File: src/rtl/branch_unit.sv
// branch_unit: program counter, conditional jump evaluation and a hardware
// call/return stack, sequenced by a RUN/HALT/FAULT state machine.
module branch_unit #(
  parameter int          UUID        = 0,
  parameter              NAME        = "",
  parameter int unsigned STACK_DEPTH = 8,
  parameter logic [7:0]  RESET_PC    = 8'h00
) (
  input  logic                         clk,
  input  logic                         rst,
  input  logic [7:0]                   i_instruction,
  input  logic                         i_branch,
  input  logic                         i_stall,
  input  logic [7:0]                   i_target,
  input  logic                         i_cf,
  input  logic                         i_zf,
  input  logic                         i_sf,
  output logic [7:0]                   o_program_counter,
  output logic                         o_taken,
  output logic                         o_halted,
  output logic                         o_fault,
  output logic [$clog2(STACK_DEPTH):0] o_depth
);

  localparam int unsigned AW = $clog2(STACK_DEPTH);
  localparam int unsigned DW = AW + 1;

  localparam logic [1:0] OP_JMP  = 2'b00;
  localparam logic [1:0] OP_CALL = 2'b01;
  localparam logic [1:0] OP_RET  = 2'b10;
  localparam logic [1:0] OP_HLT  = 2'b11;

  // Reject unsupported stack depths and malformed instance identifiers at elaboration
  if (STACK_DEPTH < 2 || STACK_DEPTH > 16 ||
      (STACK_DEPTH & (STACK_DEPTH - 1)) != 0 ||
      UUID < 0 || $bits(NAME) > 2048) begin : g_bad_params
    $error("branch_unit: unsupported parameter set");
  end

  typedef enum logic [1:0] {
    ST_RUN   = 2'd0,
    ST_HALT  = 2'd1,
    ST_FAULT = 2'd2
  } state_t;

  state_t        r_state;
  logic [7:0]    r_pc;
  logic [DW-1:0] r_depth;
  logic          r_taken;
  logic          r_halted;
  logic          r_fault;
  logic [7:0]    r_stack [STACK_DEPTH];

  logic [1:0]    w_op;
  logic [2:0]    w_cc;
  logic          w_cond;
  logic          w_exec;
  logic          w_can_push;
  logic          w_can_pop;
  logic          w_push;
  logic [7:0]    w_pc_inc;
  logic [7:0]    w_top;
  logic          w_unused_instr;

  assign w_op           = i_instruction[4:3];
  assign w_cc           = i_instruction[2:0];
  assign w_unused_instr = ^i_instruction[7:5];
  assign w_pc_inc       = r_pc + 8'd1;
  assign w_can_push     = (r_depth < DW'(STACK_DEPTH));
  assign w_can_pop      = (r_depth != '0);
  assign w_top          = r_stack[AW'(r_depth - DW'(1))];

  // Evaluate the condition code against the flags sampled this cycle
  always_comb begin
    w_cond = 1'b0;
    case (w_cc)
      3'b000:  w_cond = 1'b1;
      3'b001:  w_cond = i_zf;
      3'b010:  w_cond = ~i_zf;
      3'b011:  w_cond = i_cf;
      3'b100:  w_cond = ~i_cf;
      3'b101:  w_cond = i_sf;
      3'b110:  w_cond = ~i_sf;
      default: w_cond = 1'b0;
    endcase
  end

  // A flow instruction acts only when running, not stalled, and its condition holds
  assign w_exec = (r_state == ST_RUN) && !i_stall && i_branch && w_cond;
  assign w_push = !rst && w_exec && (w_op == OP_CALL) && w_can_push;

  // Return-address storage; contents are don't-care after reset
  always_ff @(posedge clk) begin
    if (w_push) begin
      r_stack[AW'(r_depth)] <= w_pc_inc;
    end
  end

  // Sequencing state machine with registered PC, depth and status outputs
  always_ff @(posedge clk) begin
    if (rst) begin
      r_state  <= ST_RUN;
      r_pc     <= RESET_PC;
      r_depth  <= '0;
      r_taken  <= 1'b0;
      r_halted <= 1'b0;
      r_fault  <= 1'b0;
    end else begin
      r_taken <= 1'b0;
      case (r_state)
        ST_RUN: begin
          if (!i_stall) begin
            if (!w_exec) begin
              r_pc <= w_pc_inc;
            end else begin
              case (w_op)
                OP_JMP: begin
                  r_pc    <= i_target;
                  r_taken <= 1'b1;
                end
                OP_CALL: begin
                  if (w_can_push) begin
                    r_pc    <= i_target;
                    r_depth <= r_depth + DW'(1);
                    r_taken <= 1'b1;
                  end else begin
                    r_state <= ST_FAULT;
                    r_fault <= 1'b1;
                  end
                end
                OP_RET: begin
                  if (w_can_pop) begin
                    r_pc    <= w_top;
                    r_depth <= r_depth - DW'(1);
                    r_taken <= 1'b1;
                  end else begin
                    r_state <= ST_FAULT;
                    r_fault <= 1'b1;
                  end
                end
                default: begin
                  r_state  <= ST_HALT;
                  r_halted <= 1'b1;
                end
              endcase
            end
          end
        end
        ST_HALT: begin
          r_halted <= 1'b1;
        end
        ST_FAULT: begin
          r_fault <= 1'b1;
        end
        default: begin
          r_state <= ST_FAULT;
          r_fault <= 1'b1;
        end
      endcase
    end
  end

  assign o_program_counter = r_pc;
  assign o_taken           = r_taken;
  assign o_halted          = r_halted;
  assign o_fault           = r_fault;
  assign o_depth           = r_depth;

endmodule

File: config.mk
export PLATFORM = sky130hd
export DESIGN_NAME = branch_unit
export DESIGN_NICKNAME = d
export VERILOG_FILES = /design/src/rtl/branch_unit.sv
export SDC_FILE = /design/constraint.sdc
export NUM_CORES = 1
export LEC_CHECK = 0
export CAP_MARGIN = 20
export CORE_ASPECT_RATIO = 2
export CORE_MARGIN = 5
export CORE_UTILIZATION = 55
export CTS_CLUSTER_SIZE = 30
export DETAILED_ROUTE_END_ITERATION = 6
export PLACE_DENSITY = 0.77
export SYNTH_ARGS = -nofsm -noshare
export SYNTH_HDL_FRONTEND = slang
export SYNTH_SLANG_ARGS = --single-unit
File: constraint.sdc
create_clock -name clk -period 3.8 [get_ports clk]
set_input_delay 0.57 -clock clk [delete_from_list [all_inputs] [get_ports clk]]
set_output_delay 0.57 -clock clk [all_outputs]
set_load 0.01 [all_outputs]
# ---- Word level (Yosys, flattened, before mapping)
# Memory sizes are Yosys's and may differ from the RTL's.
# Cells that the tools add are included.
dict set report totals {
  input_bits 23
  elab_cells 92
  ram_bits 64
  out_inout_bits 15
  mem_count 1
  regBits 17
}
# memory words word_bits read_ports rd_ports_with_merged_regs write_ports line_no
set mem_list {}
lappend mem_list {r_stack 8 8 1 0 1 52} ;# logic [7:0] r_stack [STACK_DEPTH];
dict set report classes {
  add_sub_neg 3
  n_bitwise 8
  eq_ne 22
  n_mux 29
  reduce_logical 22
  n_lt_le_gt_ge 1
}
# op count
set op_table {}
lappend op_table {{$mux 8} 3}
lappend op_table {{$pmux 8 s3} 1}
lappend op_table {{$reduce_and 6->1} 3}
lappend op_table {{$ne 2x2->1 const B} 6}
lappend op_table {{$ne 3x3->1 const B} 4}
lappend op_table {{$mux 1} 11}
lappend op_table {{$eq 3x3->1 const B} 3}
lappend op_table {{$add 8x1->8 const B} 1}
lappend op_table {{$mux 2} 4}
lappend op_table {{$mux 4} 2}
lappend op_table {{$not 1->1} 8}
lappend op_table {{$pmux 4 s2} 1}
lappend op_table {{$pmux 1 s7} 1}
lappend op_table {{$eq 3x2->1 const B} 2}
lappend op_table {{$logic_and 1x1->1} 6}
lappend op_table {{$pmux 1 s2} 3}
lappend op_table {{$pmux 2 s3} 1}
lappend op_table {{$reduce_and 5->1} 1}
lappend op_table {{$add 4x1->4 const B} 1}
lappend op_table {{$eq 2x1->1 const B} 2}
lappend op_table {{$eq 2x2->1 const B} 2}
lappend op_table {{$logic_not 2->1} 2}
lappend op_table {{$lt 4x4->1 const B} 1}
lappend op_table {{$ne 4x1->1 const B} 1}
lappend op_table {{13 further kinds} 15}

# ---- Logic depth before layout (Yosys ltp)
# Gate-level depths: netlist of run 1.
dict set report logic_depth {
  ltp_word 9
  depth_mapped 10
  mapped_depth_nobuf 8
}

# ---- Worst setup path after synthesis of run 1
# OpenSTA, ideal clock, no wires.
dict set report synth_path {
  path_kind {register to register}
  start {register r_depth[0] (netlist: o_depth[0])}
  end {register r_pc[0] (netlist: o_program_counter[0])}
  path_buffers 1
  t_arrival_ns 2.485
  period_less_slack_ns 2.617
  stages_incl_launch_ff 9
  setup_ns 0.132
  required_ns 3.668
  slack_ns 1.183
  cell_sequence {dfxtp_1 -> buf_2 -> inv_1 -> ha_1 -> xor2_4 -> mux4_2 -> or3b_1 -> o2111ai_1 -> a21oi_1}
}
dict set report synth_between {
  elab_chain_len 5
  elab_cells_between_ends 10
  classes_between {1 x add/sub; 1 x order compare; 2 x eq/ne; 3 x mux; 2 x reduce/logical; 1 x memory}
}
# element line_no
set synth_lines {}
lappend synth_lines {{start, declared} 48} ;# logic [DW-1:0] r_depth;
lappend synth_lines {{start signal, assigned} 124} ;# r_depth <= r_depth + DW'(1);
lappend synth_lines {{start signal, assigned} 134} ;# r_depth <= r_depth - DW'(1);
lappend synth_lines {{$sub 4x1->4} --}
lappend synth_lines {{$mem_v2 8x8} --}
lappend synth_lines {{$mux 8} 132} ;# if (w_can_pop) begin
lappend synth_lines {{$pmux 8 s3} 116} ;# case (w_op)
lappend synth_lines {{$mux 8} 113} ;# if (!w_exec) begin
lappend synth_lines {{end signal, assigned} 114} ;# r_pc <= w_pc_inc;
lappend synth_lines {{end signal, assigned} 118} ;# r_pc <= i_target;
lappend synth_lines {{end signal, assigned} 133} ;# r_pc <= w_top;
lappend synth_lines {{end, declared} 47} ;# logic [7:0] r_pc;
# Parallel ways exist; a longest one is shown, timed or not. The select of a mux whose other input is x is not followed.
# A chain may end at the register's enable or synchronous reset.

# ---- Worst setup path after layout of run 1
dict set report layout_path {
  start {input i_instruction[0]}
  end {memory r_stack[0][1], enable pin}
}
dict set report layout_between {
  elab_chain_len 8
  elab_cells_between_ends 14
  classes_between {6 x eq/ne; 3 x mux; 5 x reduce/logical}
}
# element line_no
set layout_lines {}
lappend layout_lines {{start, declared} 11} ;# input logic [7:0] i_instruction,
lappend layout_lines {{$eq 3x3->1 (tied with other cells)} 76} ;# case (w_cc)
lappend layout_lines {{$pmux 1 s7 *} 76}
lappend layout_lines {{$logic_and 1x1->1 *} 89} ;# assign w_exec = (r_state == ST_RUN) && !i_stall && i_branch && w_cond;
lappend layout_lines {{$logic_and 1x1->1 * (3 in series)} 90} ;# assign w_push = !rst && w_exec && (w_op == OP_CALL) && w_can_push;
lappend layout_lines {{$mux 1 *} 94} ;# if (w_push) begin
lappend layout_lines {{$mux 1 (not written as such) *} 95} ;# r_stack[AW'(r_depth)] <= w_pc_inc;
lappend layout_lines {{end, declared} 52}
# Every way passes the cells marked *; elsewhere a longest branch is shown, timed or not.

==> flow_summary.toml, run 1 <==
[finish]
drive_above_1_share_pct = 16.9
seqCellArea_um2 = 2260
final_net_count = 335
insertedDiodeCount = 0
finish.cell_count_without_fillers = 396
final_util_pct = 68.0
area_delta_synth_final_pct = 20.6
multi_input_area_um2 = 1350
fillers = 496

[routing]
drt-initial-drc-count = 174
ant_nets = 0
drc_errors = 0
via_per_inst = 5.90
vias = 2335
first_pass_iters = 5
wirelength_um = 8090
wl_per_cell_um = 20.4

[timing]
hold_viol = 0
post-route-min-period_ns = 2.70
skew_ns = 0.00655
setup_ws_ns = 1.10
max_freq_ghz = 0.370
final.setup.tns_ns = 0
finalMaxSlewViolations = 0
min_period_over_period_pct = 71.1
tightest_slew_ns = 0.783
setup-violations-final = 0
max_slew_margin_pct = 47.8
rsz0062_at_grt = "false"

[floorplan]
dieHeight_um = 126
die_w_um = 68.2
ioPinCount = 38
die-area_um2 = 8630
num_rows = 42
core_area_um2 = 6620
initial_core_util_pct = 56.3

[worst_setup_path]
crit_fanout = 6
required_ns = 3.84
cp_slowest_cell = "clkdlybuf4s50_1"
cp-end-kind = "flop"
crit_buf_inv = 2
crit_arrival_ns = 2.74
path_delay_family = "buffers and inverters"
worst-setup-path-type = "primary input to flop"
crit_chain = "clkdlybuf4s50_1 > and3b_1 > a211oi_2 > o2111a_1 > nand4b_1 > nor3_1 > buf_4"
critPathMaxStageDelay_ns = 0.54
start_kind = "primary input"

[logic_synthesis]
syn-cell-area_um2 = 3730
synth_seq_cells = 81
yosysWarnings = 0
synth_cells = 258
yosysUniqueCellTypes = 50
async_flop_share_pct = 0
synth_ff_type = "edfxtp_1"
synth-edff-count = 64
synth_fp_nets = 290
avgSynthCellArea_um2 = 14.5
ys_seq_area_share_pct = 60.7

[placed_design]
post-place-cells = 380
place_ws_ns = 0.702
dp_hpwl_um = 5870
gp_congestion = 0.828
port_buffers = 34

[hold_path]
hold_path.class = "flop to flop"

[clock_network]
insertion_delay_ns = 0.33
cts_tree = "done"
cts_root_buffer = "clkbuf_16"
path_clk_slew_ns = 0.06
cts-buffers-inserted = 9
cts_resized = 0
cts_setup_buffers = 0
clock_sinks = 81
cts_buffer_depth = 2
ctsHoldBuffers = 0
h-tree-depth = 3

[outcome]
outcome = "finished, final reports clean"

[power]
p_total_mw = 2.10
ir_worst_vdd_mv = 0.326
p_per_area_nw_per_um2 = 466
leakagePower_nw = 1.56

[run]
cap_violations = 0

[grt]
antenna_found_initial = 0
grt_pass1_vias = 2497
grt_usage_pct = 20.9
grt_max_degree = 27
grt_pass1_wl_um = 12800
grt_overflow = 0
-- path summary, 6_finish.rpt --
path	slack, ns	to	depth (start not counted)	startpoint
hold / removal	0.49	o_fault	1	o_fault
setup / recovery	1.10	r_stack[0][1]	7	i_instruction[0]
setup reg to reg	1.10	o_program_counter[0]	7	o_depth[1]
hold reg to reg	0.49	o_fault	1	o_fault
-- worst reg2reg max path, stage by stage (launching register included) --
cell	delay [ns]
dfxtp_1	0.48
inv_1	0.14
ha_1	0.31
xor2_4	0.46
mux4_2	0.57
or3b_1	0.37
o2111ai_1	0.14
a21oi_1	0.10
-- stage by stage --
| step | instance area (um2) | hold WS, ns |
|---|---|---|
| 3_5_place_dp | 4190 | 0.472 |
| 6_report | 4500 | 0.489 |
| 3_3_place_gp | 4190 | 0.465 |
| 2_1_floorplan | 3730 | 0.471 |
| 4_1_cts | 4500 | 0.487 |
| 5_1_grt | 4500 | 0.511 |
-- Yosys cell counts, types with 2 or more instances --
| master | number | area share [%] |
|---|---|---|
| nand4b_1 | 2 | 0.47 |
| buf_6 | 2 | 0.60 |
| o32ai_1 | 2 | 0.47 |
| dfxtp_1 | 17 | 9.1 |
| xnor2_1 | 6 | 1.4 |
| buf_2 | 3 | 0.40 |
| mux2i_1 | 9 | 2.4 |
| nor3_1 | 7 | 0.94 |
| o31a_1 | 2 | 0.47 |
| and3b_1 | 2 | 0.47 |
| o21ai_1 | 2 | 0.27 |
| mux4_2 | 16 | 9.7 |
| and2_1 | 2 | 0.34 |
| a22oi_1 | 4 | 0.81 |
| o21ai_0 | 5 | 0.67 |
| o211ai_1 | 6 | 1.2 |
| a21oi_1 | 12 | 1.6 |
| nand3_1 | 4 | 0.54 |
| ha_1 | 9 | 3.0 |
| clkbuf_1 | 4 | 0.40 |
| nor2_1 | 19 | 1.9 |
| xor2_1 | 4 | 0.94 |
| nor4b_1 | 2 | 0.47 |
| a221oi_2 | 2 | 0.81 |
| nand2_1 | 15 | 1.5 |
| buf_4 | 2 | 0.40 |
| edfxtp_1 | 64 | 52 |
| inv_1 | 11 | 1.1 |
| nor2b_1 | 2 | 0.34 |
-- routing by layer --
metal  track usage [%]  up-vias  part of all wire [%]
met1              23.2     1159                    35
met3              3.36       15                   4.5
li1                  -     1082                     -
met4              7.39        0                   2.0
met5                 0        -                     0
met2              38.5       79                    58
-- state kept, by name, summed over array words and instances (netlist names) --
| register | flops |
|---|---|
| o_depth | 4 |
| r_state | 2 |
| o_taken | 1 |
| o_program_counter | 8 |
| o_halted | 1 |
| o_fault | 1 |
| r_stack | 64 |
-- cell usage in the layout, fill, tap and decap left out, types with 2 or more instances in the layout --
master	netlist	final
nand4b_1	2	2
nor3_1	7	7
a21oi_1	12	12
nand2_1	15	15
dfxtp_1	17	17
nor4b_1	2	2
a221oi_2	2	2
xor2_1	4	4
nor2_1	19	19
mux4_2	16	16
mux2i_1	9	9
o21ai_1	2	2
a22oi_1	4	4
o32ai_1	2	2
edfxtp_1	64	64
o31a_1	2	2
nor2b_1	2	2
nand3_1	4	4
clkbuf_16	0	10
and2_1	2	2
o21ai_0	5	5
clkdlybuf4s50_1	0	34
xnor2_1	6	6
and3b_1	2	2
clkinv_2	0	3
inv_1	11	11
ha_1	9	9
o211ai_1	6	6
buf_4	2	12
-- cell families after synthesis --
| logic type | Yosys count | share of synthesized area [%] |
|---|---|---|
| XOR/XNOR | 11 | 3.09 |
| adder cells (fa/ha/maj) | 9 | 3.02 |
| multiplexers | 25 | 12.1 |
| AND/OR/NAND/NOR | 63 | 8.66 |
| flip-flops | 81 | 60.7 |
| buffers and inverters | 23 | 3.15 |
| AO/OA/AOI/OAI | 46 | 9.36 |
-- layout make-up --
| type | instances | area share, % |
|---|---|---|
| Timing Repair Buffer | 46 | 9.57 |
| Clock buffer | 11 | 5.65 |
| Multi-Input combinational cell | 154 | 30.0 |
| Sequential cell | 81 | 50.3 |
| Tap cell | 88 | 2.45 |
| Clock inverter | 5 | 1.14 |
| Inverter | 11 | 0.918 |
-- power by group --
part / internal (mW) / leakage [nW] / total [mW] / switching, mW
sequential: 0.979 / 0.733 / 0.992 / 0.0130
clock: 0.545 / 0.155 / 0.876 / 0.330
combinational: 0.104 / 0.672 / 0.228 / 0.125
Power figures use the tool's default switching activity.
==> inputs of run 2 (changes only) <==
--- a/config.mk
+++ b/config.mk
@@ -8,10 +8,10 @@
 export CAP_MARGIN = 20
 export CORE_ASPECT_RATIO = 2
 export CORE_MARGIN = 5
-export CORE_UTILIZATION = 55
+export CORE_UTILIZATION = 51
 export CTS_CLUSTER_SIZE = 30
 export DETAILED_ROUTE_END_ITERATION = 6
-export PLACE_DENSITY = 0.77
+export PLACE_DENSITY = 0.75
 export SYNTH_ARGS = -nofsm -noshare
 export SYNTH_HDL_FRONTEND = slang
 export SYNTH_SLANG_ARGS = --single-unit
==> constraint.sdc (replaced) <==
create_clock -name clk -period 2.2 [get_ports clk]
set_input_delay 0.33 -clock clk [delete_from_list [all_inputs] [get_ports clk]]
set_output_delay 0.33 -clock clk [all_outputs]
set_load 0.01 [all_outputs]
==> run 2 against run 1 <==
Compared with the run above:
- combinational power increased by 97%
- via count grew 2.7%
- power increased by 68%
- setup slack lost 1.1 ns
- largest cell class unchanged
- global-route usage fell by 2.0 points
- first-iteration DRC count is 43% lower
- sequential share of layout area decreased by 2.5 points
- critical path depth is the same
- sequential cell count unchanged
- hold slack improved by 0.00066 ns
- wire length shrank 2.0%
==> flow_summary.toml, run 2 (synthesized netlist as in run 1, its figures left out) <==
[worst_setup_path]
worst-setup-path-type = "primary input to flop"
crit_fanout = 5
timing.critical_path.mode_cell = "nor2_1"
reg2reg_depth = 7
crit_arrival_ns = 2.20
critPathMaxStageDelay_ns = 0.55
crit_chain = "clkdlybuf4s50_1 > nor2_1 > a221oi_2 > o2111a_1 > nand4b_1 > nor2_1 > buf_4"
cp_slowest_cell = "clkdlybuf4s50_1"
cp-end-kind = "flop"
worst_r2r_endpoint = "o_program_counter[0]"
r2r_start = "o_depth[1]"
required_ns = 2.24
r2r_setup_slack_ns = 0.08
start_kind = "primary input"

[hold_path]
hold_depth = 1
hold_path_startpoint = "o_fault"
hold_path.class = "flop to flop"
hold_path_end = "o_fault"

[grt]
grt_overflow = 0
grt_pass1_wl_um = 13000
grt_max_degree = 24
antenna_found_initial = 0
grt_usage_pct = 18.9
grt_pass1_vias = 2563

[power]
ir_worst_vdd_mv = 0.534
leakagePower_nw = 1.71
p_total_mw = 3.53
p_per_area_nw_per_um2 = 744

[routing]
drt-initial-drc-count = 99
met3_length_um = 250
ant_nets = 0
wirelength_um = 7930
drc_errors = 0
via_per_inst = 5.56
routedLengthMet1_um = 2750
highest_layer = "met4"
met2_length_um = 4750
first_pass_iters = 4
wl_per_cell_um = 18.4
vias = 2398

[finish]
drive_above_1_share_pct = 26.3
final_net_count = 366
insertedDiodeCount = 0
final_common_cell = "edfxtp_1"
top_register = "r_stack"
final_cell_mix = "edfxtp_1, buf_4, clkdlybuf4s50_1"
area_delta_synth_final_pct = 27.2
largest_register_ffs = 64
finish.cell_count_without_fillers = 431
fillers = 512

[timing]
skew_ns = 0.00608
post-route-min-period_ns = 2.17
max_slew_margin_pct = 61.4
setup-violations-final = 0
rsz0062_at_grt = "true"
min_period_over_period_pct = 98.5
hold_viol = 0
finalMaxSlewViolations = 0
whs_ns = 0.490
tightest_slew_ns = 0.577
max_freq_ghz = 0.461

[clock_network]
cts_root_buffer = "clkbuf_16"
cts_setup_buffers = 0
h-tree-depth = 3
clock_sinks = 81
ctsHoldBuffers = 0
cts_buffer_depth = 2
path_clk_slew_ns = 0.06
cts_tree = "done"
insertion_delay_ns = 0.33
cts-buffers-inserted = 9

[outcome]
outcome = "finished, final reports clean"

[placed_design]
gp_congestion = 0.868
dp_hpwl_um = 6110
post-place-cells = 415
port_buffers = 34

[floorplan]
dieHeight_um = 131
ioPinCount = 38
core_area_um2 = 7210
die_w_um = 70.5
die-area_um2 = 9230
initial_core_util_pct = 51.7
num_rows = 44

[run]
cap_violations = 0
run 2: report_power, final:
part	switching (mW)	total, mW	internal [mW]	leakage, nW
Combinational	0.227	0.450	0.223	0.836
Sequential	0.0209	1.71	1.69	0.734
Clock	0.543	1.37	0.825	0.139
run 2: final cells by class:
| cell class | count | area, um2 | share of cell area [%] |
|---|---|---|---|
| Timing Repair Buffer | 77 | 667 | 14.1 |
| Clock buffer | 12 | 256 | 5.41 |
| Clock inverter | 4 | 26.3 | 0.554 |
| Multi-Input combinational cell | 154 | 1370 | 28.8 |
| Sequential cell | 81 | 2270 | 47.8 |
| Inverter | 11 | 43.8 | 0.923 |
| Tap cell | 92 | 115 | 2.43 |
run 2: metal layers:
layer / vias to the layer above / track usage, %
li1: 1150 / -
met1: 1187 / 19.1
met2: 51 / 36.8
met3: 10 / 3.45
met4: 0 / 8.47
met5: - / 0
run 2: timing repair:
| item | in CTS | in global routing |
|---|---|---|
| endpoints found under the hold margin | 0 | 0 |
| pin swaps | 0 | 1 |
| gates resized for setup | 1 | 2 |
| endpoints found under the setup margin | 1 | 17 |
run 2: worst max-delay path, delay by kind of cell:
family	cells	cell delay, ns
AND/OR/NAND/NOR	3	0.53
buffers and inverters	2	0.74
AO/OA/AOI/OAI	2	0.60
run 2: worst max-delay path by stage:
stage	from	end	cells past startpoint
finish	i_instruction[1]	r_stack[2][1]	7
global route	i_instruction[1]	r_stack[2][1]	7
global placement	i_instruction[1]	r_stack[0][5]	7
CTS	i_instruction[1]	r_stack[0][1]	7
detailed placement	i_instruction[1]	r_stack[0][5]	7
floorplan	r_state[1]	r_stack[4][0]	8
run 2: per-stage QoR:
| step | cell area, um2 | utilization (%) | setup slack (ns) | TNS [ns] |
|---|---|---|---|---|
| detailed placement | 4450 | 61.7 | -0.327 | -16.17 |
| global placement | 4450 | 61.7 | -0.290 | -12.59 |
| finish | 4740 | 65.8 | 0.0325 | 0 |
| floorplan | 3760 | - | -0.0690 | -1.17 |
| CTS | 4740 | 65.7 | 0.00500 | 0 |
| global route | 4740 | 65.8 | -0.0502 | -0.434 |
==> inputs of run 3 (changes only) <==
--- a/config.mk
+++ b/config.mk
@@ -5,6 +5,7 @@
 export SDC_FILE = /design/constraint.sdc
 export NUM_CORES = 1
 export LEC_CHECK = 0
+export ABC_CLOCK_PERIOD_IN_PS = 2200
 export CAP_MARGIN = 20
 export CORE_ASPECT_RATIO = 2
 export CORE_MARGIN = 5
@@ -12,6 +13,7 @@
 export CTS_CLUSTER_SIZE = 30
 export DETAILED_ROUTE_END_ITERATION = 6
 export PLACE_DENSITY = 0.75
+export SKIP_LAST_GASP = 1
 export SYNTH_ARGS = -nofsm -noshare
 export SYNTH_HDL_FRONTEND = slang
 export SYNTH_SLANG_ARGS = --single-unit
==> results of run 3 <==
Final layout, timing and power as in run 2 (identical DEF).
==> variant 1 (flow settings as in run 2) <==
Set the parameter `STACK_DEPTH` to 16 (it was 8).
--- a/src/rtl/branch_unit.sv
+++ b/src/rtl/branch_unit.sv
@@ -3,7 +3,7 @@
 module branch_unit #(
   parameter int          UUID        = 0,
   parameter              NAME        = "",
-  parameter int unsigned STACK_DEPTH = 8,
+  parameter int unsigned STACK_DEPTH = 16,
   parameter logic [7:0]  RESET_PC    = 8'h00
 ) (
   input  logic                         clk,
Interface: changed (resized o_depth); port bits go from 38 to 39. The function was not compared with the original's and may differ.
==> variant 1 against run 2 <==
The flow now finishes with violations (negative setup slack); utilization increased by 4.8 points; cell count increased by 59%; area after synthesis increased by 69%; wire length increased by 130%; power increased by 95%; cell area increased by 81%; sequential cell count increased by 65; non-clock buffer count increased by 45; global-route usage increased by 7.0 points; sequential share of layout area increased by 1.4 points; setup slack got worse by 0.12 ns; critical path type is now register to register; largest cell class unchanged.
==> variant 1: results (changes against run 2) <==
Timing
The number of failing setup endpoints in the final timing report is 11 (was 0). The final worst slack came to -0.0833 ns (was 0.0325 ns). The worst setup skew after layout was 0.0106 ns (was 0.00608 ns). The headroom to the max-slew limit is 42.3% (was 61.4%).

Clock tree
The TritonCTS buffer count is 17 (was 9). The clock edge transition at the registers on the reported setup and hold paths is 0.07 ns. The clock network latency to the later pin of the worst-skew pair is 0.42 ns (was 0.33 ns). The CTS H-tree depth was 4 (was 3).

Final layout
The number of fillers in the final layout is 738 (was 512). The number of flip-flops under the largest register name is 128 (was 64). The final net count came to 562 (was 366). The fraction of final layout cells with drive strength greater than 1 is 40.4% (was 26.3%).

Placement
The count of port buffers added during placement was 35 (was 34). The routability congestion estimate came to 0.927 (was 0.868). The detailed-placement wirelength estimate is 12.6 mm (was 6.11 mm).

Power
The peak supply drop is 0.587 mV (was 0.534 mV). The net switching fraction of the power is 25.3% (was 22.4%). The total leakage power is 0.00284 uW (was 0.00171 uW).

Drt
The iteration count of the initial detailed-routing pass is 7 (was 4). The total number of vias was 4277 (was 2398). The final wirelength is 18.2 mm (was 7.93 mm).

The number of design-rule violations left by the first detailed-router iteration is 413 (was 99).

Run status
Result of the run: finished, violations left (was finished clean). The final reports fail on negative setup slack.

Synth
The number of synthesized flops with an enable pin was 128 (was 64). The sequential fraction of the synthesis area is 66.5% (was 60.7%). Leading cell types by total area after synthesis: edfxtp_1 (61%), mux4_2 (11%), dfxtp_1 (5.7%) (was edfxtp_1 (52%), mux4_2 (9.7%), dfxtp_1 (9.1%)). The count of distinct cell types in the synthesized netlist was 52 (was 50).

The net count after synthesis is 438 (was 290). Top cell types by occurrence after synthesis: edfxtp_1 (128), nor2_1 (33), mux4_2 (32) (was edfxtp_1 (64), nor2_1 (19), dfxtp_1 (17)).

Global routing
The total track usage was 25.9% (was 18.9%). The via count of the first global-routing pass is 4547 (was 2563). The global-route wire length before repair is 27.0 mm (was 13.0 mm). The largest net degree at the start of global routing is 18 (was 24).

Critical path
The arrival time of data at the critical path endpoint is 2.65 ns (was 2.20 ns). The top fanout value on the critical path is 2 (was 5). The kind of critical path is register to register (was primary input to register). The startpoint of the worst-slack reg-to-reg timing path is o_depth[0] (was o_depth[1]).

Min path
The hold path startpoint is o_halted (was o_fault).
## variant 1: layer usage
layer / GRT usage, % / part of all wire, % / vias up
met5: 0 / 0 / -
met4: 16.1 / 6.6 / 0
met3: 5.80 / 5.4 / 72
met2: 46.6 / 57 / 227
met1: 25.4 / 31 / 2134
li1: - / - / 1844
## variant 1: per-stage QoR
step	setup TNS, ns	area [sq um]	utilization (%)	instances	setup slack (ns)
floorplan	-2.42	6550	-	403	-0.115
global placement	-37.72	7540	62.2	640	-0.430
detailed placement	-46.73	7540	62.2	640	-0.417
CTS	-0.563	8400	69.3	683	-0.103
global route	-4.34	8560	70.6	687	-0.133
finish	-0.234	8560	70.6	687	-0.0833
## variant 1: layout make-up
type                    count  area share [%]
flip-flops and latches    146            49.2
well taps                 147            2.15
repair buffers            122            13.3
multi-input cells         227            28.0
clock inverters            15            1.72
inverters                  13           0.658
clock buffers              17            4.97
## variant 1: path summary, 6_finish.rpt
check / slack, ns / cells past startpoint / endpoint
max: -0.08 / 8 / r_state[0]
min reg2reg: 0.48 / 2 / o_halted
min: 0.48 / 2 / o_halted
max reg2reg: -0.08 / 8 / r_state[0]
## variant 1: logic make-up after synthesis
| family | count (synthesis) | share of synthesized area (%) |
|---|---|---|
| DFF | 146 | 66.5 |
| muxes | 40 | 12.7 |
| adders and majority gates | 12 | 2.38 |
| AOI/OAI and AO/OA | 61 | 6.36 |
| and+or+nand+nor | 101 | 8.22 |
| buffers and inverters | 31 | 2.18 |
| xor gates and xnor gates | 12 | 1.66 |
## variant 1: worst max-delay path, cell delays in order (launching register included)
cell      delay, ns
dfxtp_4        0.37
inv_8          0.06
ha_4           0.12
or4b_4         0.49
a221oi_4       0.26
nand4_1        0.24
or4_4          0.49
o21ai_2        0.07
and2_1         0.12
## variant 1: repair_timing
action / 4_1_cts / 5_1_grt
cloned: 0 / 2
pin swaps: 21 / 15
endpoints found under the setup margin: 138 / 142
buffers inserted: 11 / 3
resized for setup: 38 / 22
## variant 1: power by group through the flow
stage	clock network (uW)	registers (uW)	logic [uW]
after CTS	2790	3120	902
after global placement	0	3180	788
final	2780	3130	984
after floorplan	0	3190	402
after global routing	2950	3130	1040
after detailed placement	0	3180	808
==> variant 2 (flow settings as in run 2) <==
Made on the original files. Reset style: asynchronous (`rst`), changed in one clocked block.
--- a/src/rtl/branch_unit.sv
+++ b/src/rtl/branch_unit.sv
@@ -97,7 +97,7 @@
   end
 
   // Sequencing state machine with registered PC, depth and status outputs
-  always_ff @(posedge clk) begin
+  always_ff @(posedge clk or posedge rst) begin
     if (rst) begin
       r_state  <= ST_RUN;
       r_pc     <= RESET_PC;
Behaviour: differs if rst is asserted again (counterexample within 4 cycles, from zero or initial values and one cycle with rst high); with rst held inactive, the same outputs for 4 cycles.
==> variant 2 against run 2 <==
The flow now finishes with violations (negative setup slack); wire length rose by 17%; setup slack worse by 0.14 ns; critical path depth did not move; register-to-register slack worse by 0.19 ns; synthesized cell count grew 0.78%; sequential cell count stayed put; utilization increased by 3.9 points; fmax decreased by 6.1%; first-iteration DRC count is 57% higher; hold slack gained 0.0058 ns; area after synthesis up 1.8%; cell area rose by 6.7%.
Power is not compared: it rests on default switching activity, and its combinational part moved more than twofold at a synthesized area within 25%.
==> variant 2: results (changes against run 2) <==
Global routing
The global-route met3 utilization is 3.13% (was 3.45%). The global-route track usage on met1 is 21.3% (was 19.1%). The total track usage was 20.5% (was 18.9%).

The global-route met2 utilization is 37.2% (was 36.8%). The via count of the first global-routing pass was 2822 (was 2563). The global-route wire length before repair came to 14.4 mm (was 13.0 mm).

Synth
The net count after synthesis is 292 (was 290). The dominant register cell in the synthesized netlist is edfxtp_1 (unchanged). The count of distinct cell types in the synthesized netlist is 46 (was 50). The sequential fraction of the synthesis area came to 61.8% (was 60.7%). The async set or reset register ratio after synthesis is 21.0% (was 0%). The synthesized instance count came to 260 (was 258). Leading cell types by total area after synthesis: edfxtp_1 (51%), dfrtp_1 (11%), mux4_2 (8.3%) (was edfxtp_1 (52%), mux4_2 (9.7%), dfxtp_1 (9.1%)).

Final layout
The proportion of cell area spent on the clock network is 5.83% (was 5.96%). The multi-input combinational gate total came to 159 (was 154). The combined area of the multi-input logic cells is 1470 sq um (was 1370 sq um).

The data-path buffer share of cell area in the final layout is 15.4% (was 14.1%). The number of non-clock buffers was 88 (was 77). The fraction of final layout cells with drive strength greater than 1 is 30.6% (was 26.3%). The count of inverters other than clock inverters in the layout is 12 (was 11). The fraction of area in multi-input gates is 29.0% (was 28.8%). The final net count is 383 (was 366). The number of fillers in the final layout was 507 (was 512).

Run status
Result of the run: finished, violations left (was finished clean). The checks that failed: negative setup slack.

Timing
The final worst slack came to -0.107 ns (was 0.0325 ns). The number of failing setup endpoints in the final timing report is 4 (was 0). The worst setup skew after layout is 0.00571 ns (was 0.00608 ns).

The headroom to the max-slew limit is 49.9% (was 61.4%). The setup TNS came to -0.264 ns (was 0 ns).

Critical path
The maximum single-stage delay on the critical path is 0.52 ns (was 0.55 ns). The cell at the slowest stage of the critical path is mux4_2 (was clkdlybuf4s50_1). The largest delay contributor family on the critical path is multiplexers (was buffers and inverters).

The top fanout value on the critical path is 3 (was 5).

Drt
The number of design-rule violations left by the first detailed-router iteration is 155 (was 99). The ratio of routed vias to standard cells is 5.89 (was 5.56). The total number of vias is 2638 (was 2398). The met1 wire length came to 3.18 mm (was 2.75 mm).

The iteration count of the initial detailed-routing pass was 5 (was 4). The routed wire length on met2 was 5.14 mm (was 4.75 mm). The routed wire length per instance was 20.7 microns (was 18.4 microns).

Placement
The total instance count after detailed placement came to 427 (was 415). The placement-stage cell area is 4650 sq um (was 4450 sq um). The placement-stage worst setup slack was -0.374 ns (was -0.327 ns).

The routability congestion estimate is 0.947 (was 0.868). The detailed-placement wirelength estimate is 6.67 mm (was 6.11 mm).

Clock tree
The number of instances resized during post-cts repair is 5 (was 1). The post-CTS setup repair buffer count was 2 (was 0).
[variant 2: path summary, 6_finish.rpt]
path / to / slack, ns / from
setup / recovery: o_program_counter[2] / -0.11 / o_depth[0]
hold / removal: r_state[1] / 0.50 / r_state[1]
setup reg to reg: o_program_counter[2] / -0.11 / o_depth[0]
hold reg to reg: r_state[1] / 0.50 / r_state[1]
max in group asynchronous: o_depth[0] / 1.17 / rst
min in group asynchronous: o_fault / 0.52 / rst
[variant 2: logic make-up (layout without fill, tap and decap cells)]
family | count (synthesis) | after routing | synth area share, %
flip-flops | 81 | 81 | 61.8
AND/OR/NAND/NOR | 74 | 74 | 10.1
multiplexers | 27 | 27 | 12.7
adder cells (fa/ha/maj) | 9 | 9 | 2.97
XOR/XNOR | 11 | 11 | 3.03
buffers and inverters | 20 | 116 | 2.27
AO/OA/AOI/OAI | 38 | 38 | 7.15
